`config.mk`:
```
export PLATFORM = sky130hd
export DESIGN_NAME = regfile_wb_sched
export DESIGN_NICKNAME = d
export VERILOG_FILES = /design/src/rtl/regfile_wb_sched.sv
export SDC_FILE = /design/constraint.sdc
export NUM_CORES = 1
export LEC_CHECK = 0
export CAP_MARGIN = 20
export CORE_AREA = 3 3 136 138
export DETAILED_ROUTE_END_ITERATION = 16
export DIE_AREA = 0 0 139 141
export SLEW_MARGIN = 20
export SYNTH_ARGS = -nofsm -noshare
export SYNTH_HDL_FRONTEND = slang
export SYNTH_SLANG_ARGS = --single-unit
export TNS_END_PERCENT = 20
```
`constraint.sdc`:
```
create_clock -name clk -period 3.7 [get_ports clk]
set_input_delay 1.11 -clock clk [delete_from_list [all_inputs] [get_ports clk]]
set_output_delay 1.11 -clock clk [all_outputs]
set_load 0.005 [all_outputs]
```
`src/rtl/regfile_wb_sched.sv`:
```
// Writeback scheduler: busy scoreboard, two-requester arbiter, one RF port.
// Define REGFILE_WB_RR_EN for round-robin arbitration (default: load wins).
module regfile_wb_sched #(
  parameter int WIDTH = 32
) (
  input  logic             clk,
  input  logic             rst,
  input  logic             iss_valid,
  input  logic [4:0]       iss_rd,
  input  logic [4:0]       iss_rs1,
  input  logic [4:0]       iss_rs2,
  output logic             iss_stall,
  input  logic             wb0_valid,
  input  logic [4:0]       wb0_rd,
  input  logic [WIDTH-1:0] wb0_data,
  output logic             wb0_ready,
  input  logic             wb1_valid,
  input  logic [4:0]       wb1_rd,
  input  logic [WIDTH-1:0] wb1_data,
  output logic             wb1_ready,
  output logic [4:0]       rf_rd,
  output logic [WIDTH-1:0] rf_rd_data,
  output logic             rf_rd_we
);

  // bit 0 stays zero so x0 never reads as busy
  logic [31:0] busy;
  logic [31:0] busy_nxt;
  logic        gnt0;
  logic        gnt1;
  logic        hs;
  logic [4:0]       sel_rd;
  logic [WIDTH-1:0] sel_data;

  function automatic logic hit(
    input logic [31:0] b,
    input logic [4:0]  r
  );
    return (r != 5'd0) && b[r];
  endfunction

  assign iss_stall = !rst && iss_valid &&
                     (hit(busy, iss_rs1) ||
                      hit(busy, iss_rs2) ||
                      hit(busy, iss_rd));

`ifdef REGFILE_WB_RR_EN
  logic pref1;

  always_comb begin
    gnt0 = 1'b0;
    gnt1 = 1'b0;
    if (!rst) begin
      if (wb0_valid && wb1_valid) begin
        gnt1 = pref1;
        gnt0 = !pref1;
      end else begin
        gnt0 = wb0_valid;
        gnt1 = wb1_valid;
      end
    end
  end

  always_ff @(posedge clk) begin
    if (rst)
      pref1 <= 1'b0;
    else if (gnt0)
      pref1 <= 1'b1;
    else if (gnt1)
      pref1 <= 1'b0;
  end
`else
  always_comb begin
    gnt0 = 1'b0;
    gnt1 = 1'b0;
    if (!rst) begin
      gnt1 = wb1_valid;
      gnt0 = wb0_valid && !wb1_valid;
    end
  end
`endif

  assign wb0_ready = gnt0;
  assign wb1_ready = gnt1;
  assign hs        = gnt0 || gnt1;
  assign sel_rd    = gnt1 ? wb1_rd : wb0_rd;
  assign sel_data  = gnt1 ? wb1_data : wb0_data;

  // clear first so a same-cycle issue set wins
  always_comb begin
    busy_nxt = busy;
    if (rf_rd_we)
      busy_nxt[rf_rd] = 1'b0;
    if (iss_valid && !iss_stall && iss_rd != 5'd0)
      busy_nxt[iss_rd] = 1'b1;
    busy_nxt[0] = 1'b0;
  end

  always_ff @(posedge clk) begin
    if (rst)
      busy <= '0;
    else
      busy <= busy_nxt;
  end

  always_ff @(posedge clk) begin
    if (rst) begin
      rf_rd_we   <= 1'b0;
      rf_rd      <= 5'd0;
      rf_rd_data <= '0;
    end else if (hs && sel_rd != 5'd0) begin
      rf_rd_we   <= 1'b1;
      rf_rd      <= sel_rd;
      rf_rd_data <= sel_data;
    end else begin
      rf_rd_we   <= 1'b0;
    end
  end

endmodule

```
Yosys cells after proc, flatten, opt, wreduce, memory -nomap -nowiden
Cells that the tools add are included.

word-level totals
  word-level logic and storage cells = 52
  latch bits = 0
  flip-flop bits (word level) = 70
  ROM bits = 0
  memories = 0
  memory bits (writable) = 0
  bits of input ports = 94

cells by class
  $mul = 0
  bitwise gates (word level) = 3
  order comparisons = 6
  divide/modulo/power cells = 0
  reduce and logical (&&, ||, !) cells = 21
  multiplexer cells = 17
  equality and inequality tests = 0
  shift operators = 0
  $add $sub $neg = 0

operators with widths
  operator                                                            number
  two-way mux 32 bit                                                  3
  AND 32 bit                                                          1
  NOT 32 bit                                                          1
  OR 32 bit                                                           1
  < comparator 5 x 6 -> 1 bit (second input constant)                 4
  nonzero test 5 bit                                                  4
  binary-select mux 1 bit (select 5 bit)                              3
  logical AND 1 bit                                                   11
  demux 1 bit (select 5 bit)                                          2
  greater-or-equal comparator 5 x 1 -> 1 bit (second input constant)  2
  two-way mux 1 bit                                                   8
  two-way mux 5 bit                                                   1
  logical NOT 1 bit                                                   3
  logical OR 1 bit                                                    3

Logic depth before layout (Yosys ltp)
  word-level depth = 10
  gate-level depth with buffers = 8
  mapped depth without buffers = 5

Worst setup path before layout
OpenSTA, ideal clock, no wires.

  path kind = input port to output port
  start = in iss_rd[0]
  end = out iss_stall
  path slack = -164 ps
  arrival = 2754 ps
  stages = 6
  data required time = 2590 ps
  cells stage by stage = buf_6 mux4_1 mux2_2 a22oi_2 nand4_4 o311a_1

between the ends
  word-level cells in the longest chain between the ends = 5

ends and longest elaborated chain
  item                                     RTL line  source
  start, declared                          9         input logic [4:0] iss_rd,
  binary-select mux 1 bit (select 5 bit)   39        return (r != 5'd0) && b[r];
  two-way mux 1 bit (implied by the code)  39
  logical AND 1 bit (*)                    39
  logical OR 1 bit (*)                     44        hit(busy, iss_rs2) ||
  logical AND 1 bit (*)                    42        assign iss_stall = !rst && iss_valid &&
  end, declared                            12        output logic iss_stall,

Every way passes the cells marked *; elsewhere a longest branch is shown, timed or not. The select of a mux whose other input is x is not followed.

Worst setup path after layout
  start = in iss_rs1[1]
  end = out iss_stall

between the ends
  word-level cells in the longest chain between the ends = 6

ends and longest elaborated chain
  item                                     RTL line  source
  start, declared                          10        input logic [4:0] iss_rs1,
  binary-select mux 1 bit (select 5 bit)   39
  two-way mux 1 bit (implied by the code)  39
  logical AND 1 bit (*)                    39
  logical OR 1 bit (*)                     43        (hit(busy, iss_rs1) ||
  logical OR 1 bit (*)                     44
  logical AND 1 bit (*)                    42

Marks and branches as above.

==> out/qor.csv <==
stage,metric,value,unit
placement,# port buffers,134,
power_and_ir_drop,Sw Pwr,565,uW
sta,Final Setup Violations,1,
power_and_ir_drop,P_int,1.57,mW
power_and_ir_drop,Reg power frac,38.1,%
yosys,Yosys Warn Count,0,
grt,largest net degree at the start of global routing,52,
cts,Inserted Clock Buffers,9,
flow_run,Max Cap Viol,0,
yosys,ranking of synthesized cells by area,"dfxtp_1 (32%), mux2i_1 (12%), o31ai_2 (8.1%)",
yosys,"Seq/Total Area, Yosys",31.8,%
worst_setup_path,CP Capture Type,primary output,
yosys,"count leader, synth",dfxtp_1,
yosys,Synth Area per Inst,9.42,sq um
sta,Slew headroom,51.9,%
cts,CTS tree,done,
worst_setup_path,Worst Path Required,2.59,ns
sta,fmax,257,MHz
drt,Post-DRT Antenna Nets,0,
floorplanning,Initial Utilization,25.1,%
cells_and_area,Fillers,1704,
drt,Starting DRT DRC Count,324,
yosys,Main synth FF type,dfxtp_1,
worst_setup_path,Reg2Reg Depth,7,
power_and_ir_drop,Peak supply drop,0.000195,V
power_and_ir_drop,P_leak,2.43,nW
drt,Vias,4385,
floorplanning,Die H,141,um
sta,Final period util,105,%
worst_setup_path,critical path class,in2out,
cts,Clock Latency Late Sink,0.33,ns
hold_path,worst hold path type,reg2reg,
cells_and_area,Multi-input gate area,2800,sq um
outcome,failing checks,setup timing,
sta,Slew @ Worst Pin,0.719,ns
yosys,Yosys reg bits,69,
grt,vias in the first global route,4487,
grt,GR Overflow Total,0,
sta,Fin Hold WS,0.495,ns
placement,RePlAce Congestion,0.918,
sta,clk_skew,0.00669,ns
grt,first-pass GRT wire length,24.6,mm
yosys,Commonest cells post-synth,"dfxtp_1 (69), mux2i_1 (53), nor2_1 (44), a211oi_1 (36), nand3_1 (35)",
yosys,Synthesized Nets,555,
cells_and_area,area delta synth->final,50.1,%
cts,cts hold-fix bufs,0,
power_and_ir_drop,combinational fraction of design power,22.3,%
yosys,post-synth cell types,47,
sta,"Hold Vio Cnt, Final",0,
worst_setup_path,CP max FO,5,
sta,RSZ-0062 raised after global routing,true,
power_and_ir_drop,PwrDens,328,nW/um^2
cells_and_area,cell area after layout,6520,sq um
placement,DP Area,6140,sq um
cts,CTS Sinks,69,
drt,drt drc,0,
floorplanning,row count,48,
placement,DP HPWL,11.9,mm
yosys,synthesized instance count,461,
drt,drt total wl,15.2,mm
cells_and_area,sequential cell area,1380,sq um
yosys,post-synth top area share,31.8,%
power_and_ir_drop,Clk network pwr share,39.6,%
cells_and_area,net count reported at finish,709,
drt,routed len/inst,18.0,um
hold_path,Hold Crit Depth,2,
yosys,number of flops mapped to enable cells by yosys,0,
outcome,status,"complete, but fails checks",
cts,clk slew on worst S/H paths,0.05,ns
grt,Total GRT Usage,15.6,%
grt,initial antenna violation count,0,
drt,Via-to-Cell Ratio,5.19,
worst_setup_path,WP data arrival,2.78,ns
cells_and_area,fraction of layout cells with a size suffix above 1,22.1,%
yosys,Post-Syn Area,4340,sq um
floorplanning,IO Count,135,
cts,Clock Tree Root,clkbuf_16,
floorplanning,Total Die Area,19600,sq um
cts,clk buf depth,2,
floorplanning,die outline width,139,um
cells_and_area,Diodes inserted,0,
power_and_ir_drop,Switching Fraction,26.4,%
floorplanning,CORE AREA,17300,sq um
cts,htree depth,3,
sta,Final Max Tran Viols,0,
yosys,leading area contributor after synthesis,dfxtp_1,
yosys,Post-synth ARST share,0,%
sta,worst setup margin,-0.190,ns
worst_setup_path,Worst Setup Start Kind,input pin,
drt,Pre-antenna DRT Iters,5,
sta,Final min period,3.89,ns
## cells in the final DEF, fill, tap and decap left out, types with 18 or more instances in the layout
cell type,instances
a211oi_1,36
nand2_1,23
nor2_1,44
o31ai_2,28
o211ai_1,18
dfxtp_1,69
mux2i_1,50
clkdlybuf4s50_1,119
nand4_1,19
buf_4,43
nand3_1,35
## metrics by stage
stage	power (mW)	setup TNS, ns	cells	setup slack, ns	util, %
floorplan	1.04	0	461	0.000876	-
global placement	1.29	-1.06	826	-1.06	35.5
detailed placement	1.30	-1.10	826	-1.10	35.5
CTS	2.17	-0.238	845	-0.238	37.6
global route	2.25	-0.249	845	-0.249	37.7
finish	2.14	-0.190	845	-0.190	37.7
## cell families (layout without fill, tap and decap cells)
family	after synthesis	after routing	synth area share [%]
AND/OR/NAND/NOR	168	168	20.4
AO/OA/AOI/OAI	106	106	22.2
multiplexers	71	71	20.6
flip-flops	69	69	31.8
buffers and inverters	47	206	4.98
## timing repair
action,in CTS,in global routing
setup buffers,3,0
endpoints found under the setup margin,1,1
gates cloned,0,0
pin swaps,5,6
resized for setup,46,13
## sequential cells by signal (all words and copies together) (netlist names)
register    count
rf_rd_data     32
busy           31
rf_rd           5
rf_rd_we        1
## power by group through the flow
| stage | clock network, mW | registers [mW] | logic [mW] |
|---|---|---|---|
| after floorplan | 0 | 0.822 | 0.218 |
| after global placement | 0 | 0.828 | 0.467 |
| after detailed placement | 0 | 0.830 | 0.471 |
| after CTS | 0.875 | 0.815 | 0.478 |
| after global routing | 0.907 | 0.820 | 0.519 |
| final | 0.848 | 0.814 | 0.478 |
## layer usage
| layer | wire (um) | part of all wire [%] | global-route usage [%] | up-vias |
|---|---|---|---|---|
| met1 | 6560 | 43 | 20.6 | 2044 |
| met5 | 0 | 0 | 0 | - |
| met3 | 1580 | 10 | 5.16 | 21 |
| met4 | 307 | 2.0 | 5.72 | 0 |
| li1 | - | - | - | 2089 |
| met2 | 6750 | 44 | 24.0 | 231 |
## worst paths after layout
check | startpoint | endpoint | slack [ns]
max reg2reg | busy[22]$_SDFF_PP0_ | busy[14]$_SDFF_PP0_ | 1.40
min | rf_rd_data[0]$_SDFFE_PP0P_ | rf_rd_data[0]$_SDFFE_PP0P_ | 0.50
max | iss_rs1[1] | iss_stall | -0.19
min reg2reg | rf_rd_data[0]$_SDFFE_PP0P_ | rf_rd_data[0]$_SDFFE_PP0P_ | 0.50
## worst max-delay path: stages
cell	delay [ns]
clkdlybuf4s15_2	0.23
buf_6	0.13
mux2_2	0.34
a221oi_2	0.21
o22a_1	0.20
nand2_1	0.08
o311a_1	0.35
buf_2	0.13
## final cells by class
class	instances	share of cell area, %
multi-input combinational	345	42.9
timing repair buffer	184	26.7
sequential	69	21.2
tap	225	4.32
clock buffer	11	3.72
clock inverter	5	0.768
inverter	6	0.345
Power figures use the tool's default switching activity.
